**src/rtl/sha256_block_sched_if.sv**
```systemverilog
// Block-stream handshake, datapath strobes and digest handshake between the
// SHA-256 round controller and its padder / datapath / consumer neighbours.
interface sha256_block_sched_if #(
  parameter int CNT_W = 16
);
  logic             blk_valid;
  logic             blk_first;
  logic             blk_last;
  logic             blk_ready;
  logic             init_h;
  logic             load_ws;
  logic             round_en;
  logic [5:0]       round_idx;
  logic [31:0]      k_out;
  logic             accum;
  logic             digest_valid;
  logic             digest_ack;
  logic             busy;
  logic [CNT_W-1:0] blk_count;

  // Environment side: padder, datapath and digest consumer.
  modport master (
    output blk_valid, blk_first, blk_last, digest_ack,
    input  blk_ready, init_h, load_ws, round_en, round_idx, k_out,
    input  accum, digest_valid, busy, blk_count
  );

  // Controller side.
  modport slave (
    input  blk_valid, blk_first, blk_last, digest_ack,
    output blk_ready, init_h, load_ws, round_en, round_idx, k_out,
    output accum, digest_valid, busy, blk_count
  );
endinterface

```
**src/rtl/sha256_block_sched.sv**
```systemverilog
// Control sequencer for a SHA-256 compression datapath: IV init, working-set
// load, NUM_ROUNDS rounds with K_t, H accumulate, then a held digest-valid.
module sha256_block_sched #(
  parameter int CNT_W      = 16,
  parameter int NUM_ROUNDS = 64
) (
  input logic                 clk,
  input logic                 reset,
  input logic                 en,
  sha256_block_sched_if.slave bus
);

  typedef enum logic [2:0] {
    S_IDLE  = 3'd0,
    S_LOAD  = 3'd1,
    S_ROUND = 3'd2,
    S_ACCUM = 3'd3,
    S_DONE  = 3'd4
  } state_t;

  localparam logic [5:0] LAST_RND = 6'(NUM_ROUNDS - 1);

  localparam logic [31:0] K_ROM [64] = '{
    32'h428a2f98, 32'h71374491, 32'hb5c0fbcf, 32'he9b5dba5,
    32'h3956c25b, 32'h59f111f1, 32'h923f82a4, 32'hab1c5ed5,
    32'hd807aa98, 32'h12835b01, 32'h243185be, 32'h550c7dc3,
    32'h72be5d74, 32'h80deb1fe, 32'h9bdc06a7, 32'hc19bf174,
    32'he49b69c1, 32'hefbe4786, 32'h0fc19dc6, 32'h240ca1cc,
    32'h2de92c6f, 32'h4a7484aa, 32'h5cb0a9dc, 32'h76f988da,
    32'h983e5152, 32'ha831c66d, 32'hb00327c8, 32'hbf597fc7,
    32'hc6e00bf3, 32'hd5a79147, 32'h06ca6351, 32'h14292967,
    32'h27b70a85, 32'h2e1b2138, 32'h4d2c6dfc, 32'h53380d13,
    32'h650a7354, 32'h766a0abb, 32'h81c2c92e, 32'h92722c85,
    32'ha2bfe8a1, 32'ha81a664b, 32'hc24b8b70, 32'hc76c51a3,
    32'hd192e819, 32'hd6990624, 32'hf40e3585, 32'h106aa070,
    32'h19a4c116, 32'h1e376c08, 32'h2748774c, 32'h34b0bcb5,
    32'h391c0cb3, 32'h4ed8aa4a, 32'h5b9cca4f, 32'h682e6ff3,
    32'h748f82ee, 32'h78a5636f, 32'h84c87814, 32'h8cc70208,
    32'h90befffa, 32'ha4506ceb, 32'hbef9a3f7, 32'hc67178f2
  };

  state_t           state_reg, state_next;
  logic [5:0]       rnd_reg, rnd_next;
  logic [CNT_W-1:0] cnt_reg, cnt_next;
  logic             msg_active_reg, msg_active_next;
  logic             last_reg, last_next;

  logic             ready_c;
  logic             init_c;
  logic             load_c;
  logic             round_c;
  logic             accum_c;

  always_ff @(posedge clk) begin
    if (!reset) begin
      state_reg      <= S_IDLE;
      rnd_reg        <= '0;
      cnt_reg        <= '0;
      msg_active_reg <= 1'b0;
      last_reg       <= 1'b0;
    end else begin
      state_reg      <= state_next;
      rnd_reg        <= rnd_next;
      cnt_reg        <= cnt_next;
      msg_active_reg <= msg_active_next;
      last_reg       <= last_next;
    end
  end

  // With en low nothing below fires, so every register simply holds.
  always_comb begin
    state_next      = state_reg;
    rnd_next        = rnd_reg;
    cnt_next        = cnt_reg;
    msg_active_next = msg_active_reg;
    last_next       = last_reg;
    ready_c         = 1'b0;
    init_c          = 1'b0;
    load_c          = 1'b0;
    round_c         = 1'b0;
    accum_c         = 1'b0;
    if (en) begin
      case (state_reg)
        S_IDLE: begin
          ready_c = 1'b1;
          if (bus.blk_valid) begin
            // A stray non-first block opens a fresh message; a first block
            // mid-message abandons the open one.
            if (bus.blk_first || !msg_active_reg) begin
              init_c   = 1'b1;
              cnt_next = '0;
            end
            last_next       = bus.blk_last;
            msg_active_next = 1'b1;
            state_next      = S_LOAD;
          end
        end
        S_LOAD: begin
          load_c     = 1'b1;
          rnd_next   = '0;
          state_next = S_ROUND;
        end
        S_ROUND: begin
          round_c  = 1'b1;
          rnd_next = rnd_reg + 6'd1;
          if (rnd_reg == LAST_RND) begin
            state_next = S_ACCUM;
          end
        end
        S_ACCUM: begin
          accum_c = 1'b1;
          if (cnt_reg != '1) begin
            cnt_next = cnt_reg + CNT_W'(1);
          end
          if (last_reg) begin
            msg_active_next = 1'b0;
            state_next      = S_DONE;
          end else begin
            state_next = S_IDLE;
          end
        end
        S_DONE: begin
          if (bus.digest_ack) begin
            cnt_next   = '0;
            state_next = S_IDLE;
          end
        end
        default: begin
          state_next = S_IDLE;
        end
      endcase
    end
  end

  // Every output is forced low while reset is asserted, even before the edge.
  assign bus.blk_ready    = ready_c & reset;
  assign bus.init_h       = init_c & reset;
  assign bus.load_ws      = load_c & reset;
  assign bus.round_en     = round_c & reset;
  assign bus.accum        = accum_c & reset;
  assign bus.round_idx    = (reset && state_reg == S_ROUND) ? rnd_reg : 6'd0;
  assign bus.k_out        = (reset && state_reg == S_ROUND) ? K_ROM[rnd_reg] : 32'd0;
  assign bus.digest_valid = reset && (state_reg == S_DONE);
  assign bus.busy         = reset && (state_reg != S_IDLE);
  assign bus.blk_count    = reset ? cnt_reg : '0;

endmodule

```
**src/flat_wrapper.sv**
```systemverilog
// flat-port wrapper written by rule: the top's interface ports become plain ports
module sha256_block_sched_flat 
#(
  parameter int CNT_W      = 16,
  parameter int NUM_ROUNDS = 64
)
  (clk, reset, en, bus_blk_valid, bus_blk_first, bus_blk_last, bus_digest_ack, bus_blk_ready, bus_init_h, bus_load_ws, bus_round_en, bus_round_idx, bus_k_out, bus_accum, bus_digest_valid, bus_busy, bus_blk_count);
  sha256_block_sched_if #(.CNT_W(CNT_W)) bus_i ();
  input logic clk;
  input logic reset;
  input logic en;
  input wire logic [$bits(bus_i.blk_valid)-1:0] bus_blk_valid;
  input wire logic [$bits(bus_i.blk_first)-1:0] bus_blk_first;
  input wire logic [$bits(bus_i.blk_last)-1:0] bus_blk_last;
  input wire logic [$bits(bus_i.digest_ack)-1:0] bus_digest_ack;
  output wire logic [$bits(bus_i.blk_ready)-1:0] bus_blk_ready;
  output wire logic [$bits(bus_i.init_h)-1:0] bus_init_h;
  output wire logic [$bits(bus_i.load_ws)-1:0] bus_load_ws;
  output wire logic [$bits(bus_i.round_en)-1:0] bus_round_en;
  output wire logic [$bits(bus_i.round_idx)-1:0] bus_round_idx;
  output wire logic [$bits(bus_i.k_out)-1:0] bus_k_out;
  output wire logic [$bits(bus_i.accum)-1:0] bus_accum;
  output wire logic [$bits(bus_i.digest_valid)-1:0] bus_digest_valid;
  output wire logic [$bits(bus_i.busy)-1:0] bus_busy;
  output wire logic [$bits(bus_i.blk_count)-1:0] bus_blk_count;
  assign bus_i.blk_valid = bus_blk_valid;
  assign bus_i.blk_first = bus_blk_first;
  assign bus_i.blk_last = bus_blk_last;
  assign bus_i.digest_ack = bus_digest_ack;
  assign bus_blk_ready = bus_i.blk_ready;
  assign bus_init_h = bus_i.init_h;
  assign bus_load_ws = bus_i.load_ws;
  assign bus_round_en = bus_i.round_en;
  assign bus_round_idx = bus_i.round_idx;
  assign bus_k_out = bus_i.k_out;
  assign bus_accum = bus_i.accum;
  assign bus_digest_valid = bus_i.digest_valid;
  assign bus_busy = bus_i.busy;
  assign bus_blk_count = bus_i.blk_count;
  sha256_block_sched #(.CNT_W(CNT_W), .NUM_ROUNDS(NUM_ROUNDS)) u_core (.clk(clk), .reset(reset), .en(en), .bus(bus_i));
endmodule
```
**config.mk**
```make
export PLATFORM = sky130hd
export DESIGN_NAME = sha256_block_sched_flat
export DESIGN_NICKNAME = d
export VERILOG_FILES = /design/src/rtl/sha256_block_sched_if.sv /design/src/rtl/sha256_block_sched.sv /design/src/flat_wrapper.sv
export SDC_FILE = /design/constraint.sdc
export NUM_CORES = 1
export LEC_CHECK = 0
export ABC_CLOCK_PERIOD_IN_PS = 8100
export CAP_MARGIN = 20
export CORE_UTILIZATION = 55
export DETAILED_ROUTE_END_ITERATION = 7
export DONT_BUFFER_PORTS = 1
export PLACE_DENSITY = 0.71
export SLEW_MARGIN = 10
export SYNTH_ARGS = -nofsm -noshare
export SYNTH_HDL_FRONTEND = slang
export SYNTH_SLANG_ARGS = --single-unit
```
**constraint.sdc**
```tcl
create_clock -name clk -period 8.1 [get_ports clk]
set_clock_uncertainty 0.15 [all_clocks]
set_input_delay 0.81 -clock clk [delete_from_list [all_inputs] [get_ports clk]]
set_output_delay 0.81 -clock clk [all_outputs]
set_load 0.01 [all_outputs]
```
### Yosys cells after proc, flatten, opt, wreduce, memory -nomap -nowiden

Memories as Yosys holds them, arrays and structs flattened.
Cells that the tools add are included.

* RAM bits: 0
* memories kept: 1
* word-level logic and storage cells: 73
* input port bits: 7
* output and inout port bits: 61
* bits in registers: 27
* memory bits (read-only): 2048
* latch bits: 0

Memory list
* (name not given): words 64, bits a word 32, read ports 1, clocked after Yosys merged registers in 0, wr ports 0, line sha256_block_sched.sv:142 `assign bus.k_out = (reset && state_reg == S_ROUND) ? K_ROM[rnd_reg] : 32'd0;`

* mux-type cells: 31
* add/sub/neg operators: 2
* multiply operators: 0
* equality and inequality tests: 12
* reductions and logical operators: 15
* bitwise logic cells: 6
* $lt $le $gt $ge: 1
* shifts and indexed selects: 0
* divide/modulo/power cells: 0

Operators with widths (count)
* 2-to-1 mux 32 bit: 3
* 2-to-1 mux 16 bit: 5
* case mux 16 bit (3 select lines): 1
* adder 16 x 1 -> 16 bit (second input constant): 1
* != test 16 bit (second input constant): 1
* case mux 3 bit (5 select lines): 1
* 2-to-1 mux 1 bit: 14
* 2-to-1 mux 3 bit: 4
* case mux 6 bit (2 select lines): 1
* != test 2 x 1 -> 1 bit (second input constant): 4
* AND reduction 4 bit: 2
* >= comparator 7 bit (second input constant): 1
* inverter 6 -> 7 bit: 1
* adder 6 x 1 -> 6 bit (second input constant): 1
* equality test 3 x 2 -> 1 bit (second input constant): 2
* equality test 6 bit (second input constant): 1
* 2-to-1 mux 6 bit: 1
* AND reduction 6 bit: 1
* nonzero test 3 bit: 2
* AND 1 bit: 5
* != test 2 bit (second input constant): 2
* nonzero test 2 bit: 2
* equality test 3 x 1 -> 1 bit (second input constant): 1
* equality test 3 bit (second input constant): 1
* 7 further kinds: 9

### Depth between registers and ports, before layout

* depth after elaboration: 7
* gate-level depth with buffers: 10
* mapped depth without buffers: 8

### Worst setup path after synthesis

OpenSTA, ideal clock, no wires.

* path type: register -> output
* start point: register u_core.rnd_reg[1]
* end point: output port bus_k_out[17]
* setup slack: 4332 ps
* stages on the path, launching flop included: 9
* path buffers: 2
* arrival: 2808 ps
* required time: 7140 ps
* path through: dfxtp_1 -> clkbuf_1 -> inv_1 -> ha_1 -> buf_1 -> nor2b_1 -> o311ai_0 -> o21ai_0 -> a2111oi_0

* longest elaborated chain between the ends: 5

Ends and longest elaborated chain
* from (decl): line sha256_block_sched.sv:43 `logic [5:0] rnd_reg, rnd_next;`
* from (signal assigned): line sha256_block_sched.sv:63 `rnd_reg <= rnd_next;`
* inverter 6 -> 7 bit (not written as such): line sha256_block_sched.sv:142
* memory (64 x 32 bit)
* 2-to-1 mux 32 bit (not written as such) (2 in series): line sha256_block_sched.sv:142
* 2-to-1 mux 32 bit: line sha256_block_sched.sv:142
* to (decl): line flat_wrapper.sv:21 `output wire logic [$bits(bus_i.k_out)-1:0] bus_k_out;`

No other way between the ends. The select of a mux whose other input is x is not followed.

### Worst setup path in the final report

Ends and elaborated chain as after synthesis.

==> results by group <==
Yosys
  – Post-synth EDFFs: 0
  – Synth Register Bits: 27
  – Mapped Avg Cell Area: 6.38 um2
  – Sequential-to-total area share from yosys stat: 11.8%
  – Most used DFF post-synth: dfxtp_1
  – Mapped Area: 4580 um2
  – Synth top area cells: dfxtp_1 (12%), a21oi_1 (7.9%), o21ai_0 (6.1%)
  – Syn Inst Count: 719
  – Top cell type's share of synthesized area: 11.8%
  – Synth area leader: dfxtp_1
  – Distinct cells, synth: 63
  – Syn nets: 744
  – Async S/R FF share, synth: 0%
  – Synth warn: 0

Placed design
  – Global placer's final weighted congestion: approximately 1
  – Dpl ws: 3.49 ns
  – Port buffer count: 0
  – Hpwl dp: 12.5 mm

Pwr
  – Clock power frac: 26.1%
  – Worst VDD drop: between 0.00008 and 0.00009 V
  – Cell-internal power: between 0.00015 and 0.0002 W
  – Sw frac: between 30% and 40%
  – NetSw: 0.000107 W
  – Combinational share of power: 27.4%
  – P_leak: 1.54 nW
  – Power per cell area: approximately 68 nW/um2
  – Sequential fraction of design power: a little under half

STA
  – Max Clk Rate: 0.198 GHz
  – Worst rel slew slack: 34.8%
  – RSZ-0062 raised after global routing: false
  – Crit share post-route: 62.4%
  – Final min period: about 5 ns
  – Setup TNS: 0 ns
  – Max Slew Vio Count: 0
  – Worst slew pin tran: 0.953 ns
  – Final hold viol count: 0
  – Setup violations, final: 0
  – Setup ws final: roughly 3 ns

Critical path
  – Setup Crit Path Kind: reg -> out
  – Critical path arrival: 4.09 ns
  – Crit-path max FO: 24
  – Crit path capture type: output port
  – Startpoint Class: register
  – Worst reg2reg setup slack: about 5.5 ns
  – Worst path required time: 7.14 ns

Clock tree
  – Gates resized, CTS repair: 0
  – Clock Latency Late Sink: 0.28 ns
  – CTS Hold Buffers Added: 0
  – Clock tree sinks: 27
  – Cts bufs inserted: 3
  – Max Buffers Root-to-Sink: 2
  – Clock-pin slew on the worst setup and hold paths: 0.10 ns
  – H-tree depth: 1
  – Clock root buffer: clkbuf_8
  – CTS tree: built
  – Setup Buffers After CTS: 0

GRT
  – Largest net degree at the start of global routing: 97
  – Antenna violations before repair: 0
  – Vias in the first global route: 4987
  – Grt total ovfl: 0
  – First-pass GRT wire length: 28.2 mm
  – Total track usage: 41.6%

Routing
  – Starting DRT DRC Count: between 1000 and 1500
  – Number of vias per cell: 7.81
  – Vias: 5884
  – Final ANT Viol Nets: 0
  – Drt pass-1 iters: 7
  – Routed WL: 18.4 mm
  – Routed length per instance: 24.4 um
  – # DRC: 0

Floorplanning
  – Row count: 32
  – Die Area: just under 9000 um2
  – CORE AREA: 7890 um2
  – Initial Utilization: roughly three fifths
  – Die width: 93.3 um
  – IO Pins: 68
  – Die Ht: 93.3 um

Layout
  – Layout Nets: between 600 and 700
  – Area Growth Syn to Fin: -1.80%
  – N_diodes: 0
  – Ratio of cells with drive above 1 in the final layout: ~6.1%
  – Max reg flops: 16

Outcome
  – Outcome: finished, final reports clean

Flow run
  – Maxcap violations: 0

Hold path
  – Worst hold path type: reg -> reg
## area by class of cell
cell class	instances	area [um2]
well taps	102	128
clock buffers	3	41.3
fillers	786	3390
repair buffers	9	67.6
inverters	17	63.8
clock inverters	1	7.51
flip-flops and latches	27	548
multi-input cells	594	3650
## Yosys cell counts, drive strengths merged (4+ instances only)
library cell  instances
o311ai                6
a221oi                6
a31oi                20
o211ai               12
or3                   5
o22ai                 5
nor3                 28
a21oi                72
and2                 19
nor2                 73
a211oi               32
a211o                 5
nand2b               20
nand4                 8
ha                   18
o211a                 8
mux4                  6
o21ai                56
and3                  7
inv                  17
nand3                27
or2                   6
dfxtp                27
buf                  32
mux2i                 4
a311oi               13
a22oi                 4
nor4                  6
nor2b                10
a2111oi               5
nand2                74
clkbuf               49
## layer usage
metal / wire [um] / track usage (%) / part of all wire (%) / up-vias
li1: - / - / - / 2532
met3: 3040 / 12.7 / 17 / 105
met1: 7160 / 60.0 / 39 / 2691
met2: 7180 / 56.5 / 39 / 556
met4: 1030 / 16.9 / 5.6 / 0
met5: 0 / 0 / 0 / -
## stage by stage
step | cell area, um2 | util (%) | instances | power [W] | hold WS, ns
finish | 4500 | 57.1 | 753 | 0.000305 | 0.341
global route | 4500 | 57.1 | 753 | 0.000318 | 0.383
CTS | 4500 | 57.1 | 753 | 0.000301 | 0.343
detailed placement | 4450 | 56.5 | 749 | 0.000223 | 0.327
global placement | 4450 | 56.5 | 749 | 0.000222 | 0.312
floorplan | 4580 | - | 719 | 0.000205 | 0.295
## final timing paths
path	from	end	depth (start not counted)
hold / removal	u_core.last_reg	u_core.state_reg[2]	2
hold reg to reg	u_core.last_reg	u_core.state_reg[2]	2
setup / recovery	u_core.rnd_reg[1]	bus_k_out[17]	7
setup reg to reg	u_core.state_reg[0]	u_core.cnt_reg[9]	5
## critical path, stage by stage, from the launching register on
cell and delay (ns):
dfxtp_1 0.87, inv_1 0.35, ha_1 0.72, and2_0 0.44, nor2_1 0.08, a211oi_1 0.32, o21ai_0 0.12, a2111oi_0 0.90
## cells in the final DEF, fill, tap and decap left out, types with 6 or more instances in the layout
cell and instances:
a311oi_1 13, nor4_1 6, buf_4 9, o211ai_1 11, a21oi_1 72, nor2b_1 10
and2_1 17, nor2_1 73, inv_1 17, a221oi_1 6, or2_2 6, nand2b_1 20
nor3_1 26, a211oi_1 32, ha_1 18, nand3_1 27, dfxtp_1 23, o211a_1 8
nand4_1 8, nand2_1 74, and3_1 7, mux4_2 6, o311ai_0 6, a31oi_1 20
o21ai_0 56
## power groups by stage
stage          clock (W)  combinational, W  sequential [W]
3_3_place_gp           0         0.0000785        0.000144
2_1_floorplan          0         0.0000654        0.000140
4_1_cts        0.0000810         0.0000789        0.000141
5_1_grt        0.0000876         0.0000884        0.000142
3_5_place_dp           0         0.0000785        0.000144
6_report       0.0000796         0.0000833        0.000142
## cells by family (layout without fill, tap and decap cells)
| kind of cell | after synthesis | count (layout) | synth area share [%] |
|---|---|---|---|
| buffers and inverters | 98 | 30 | 8.68 |
| multiplexers | 12 | 12 | 4.31 |
| XOR/XNOR | 5 | 5 | 0.955 |
| AO/OA/AOI/OAI | 264 | 264 | 37.9 |
| AND/OR/NAND/NOR | 295 | 295 | 31.5 |
| flip-flops | 27 | 27 | 11.8 |
| adder cells (fa/ha/maj) | 18 | 18 | 4.91 |
Note: power is estimated with default switching activity, not from simulation.
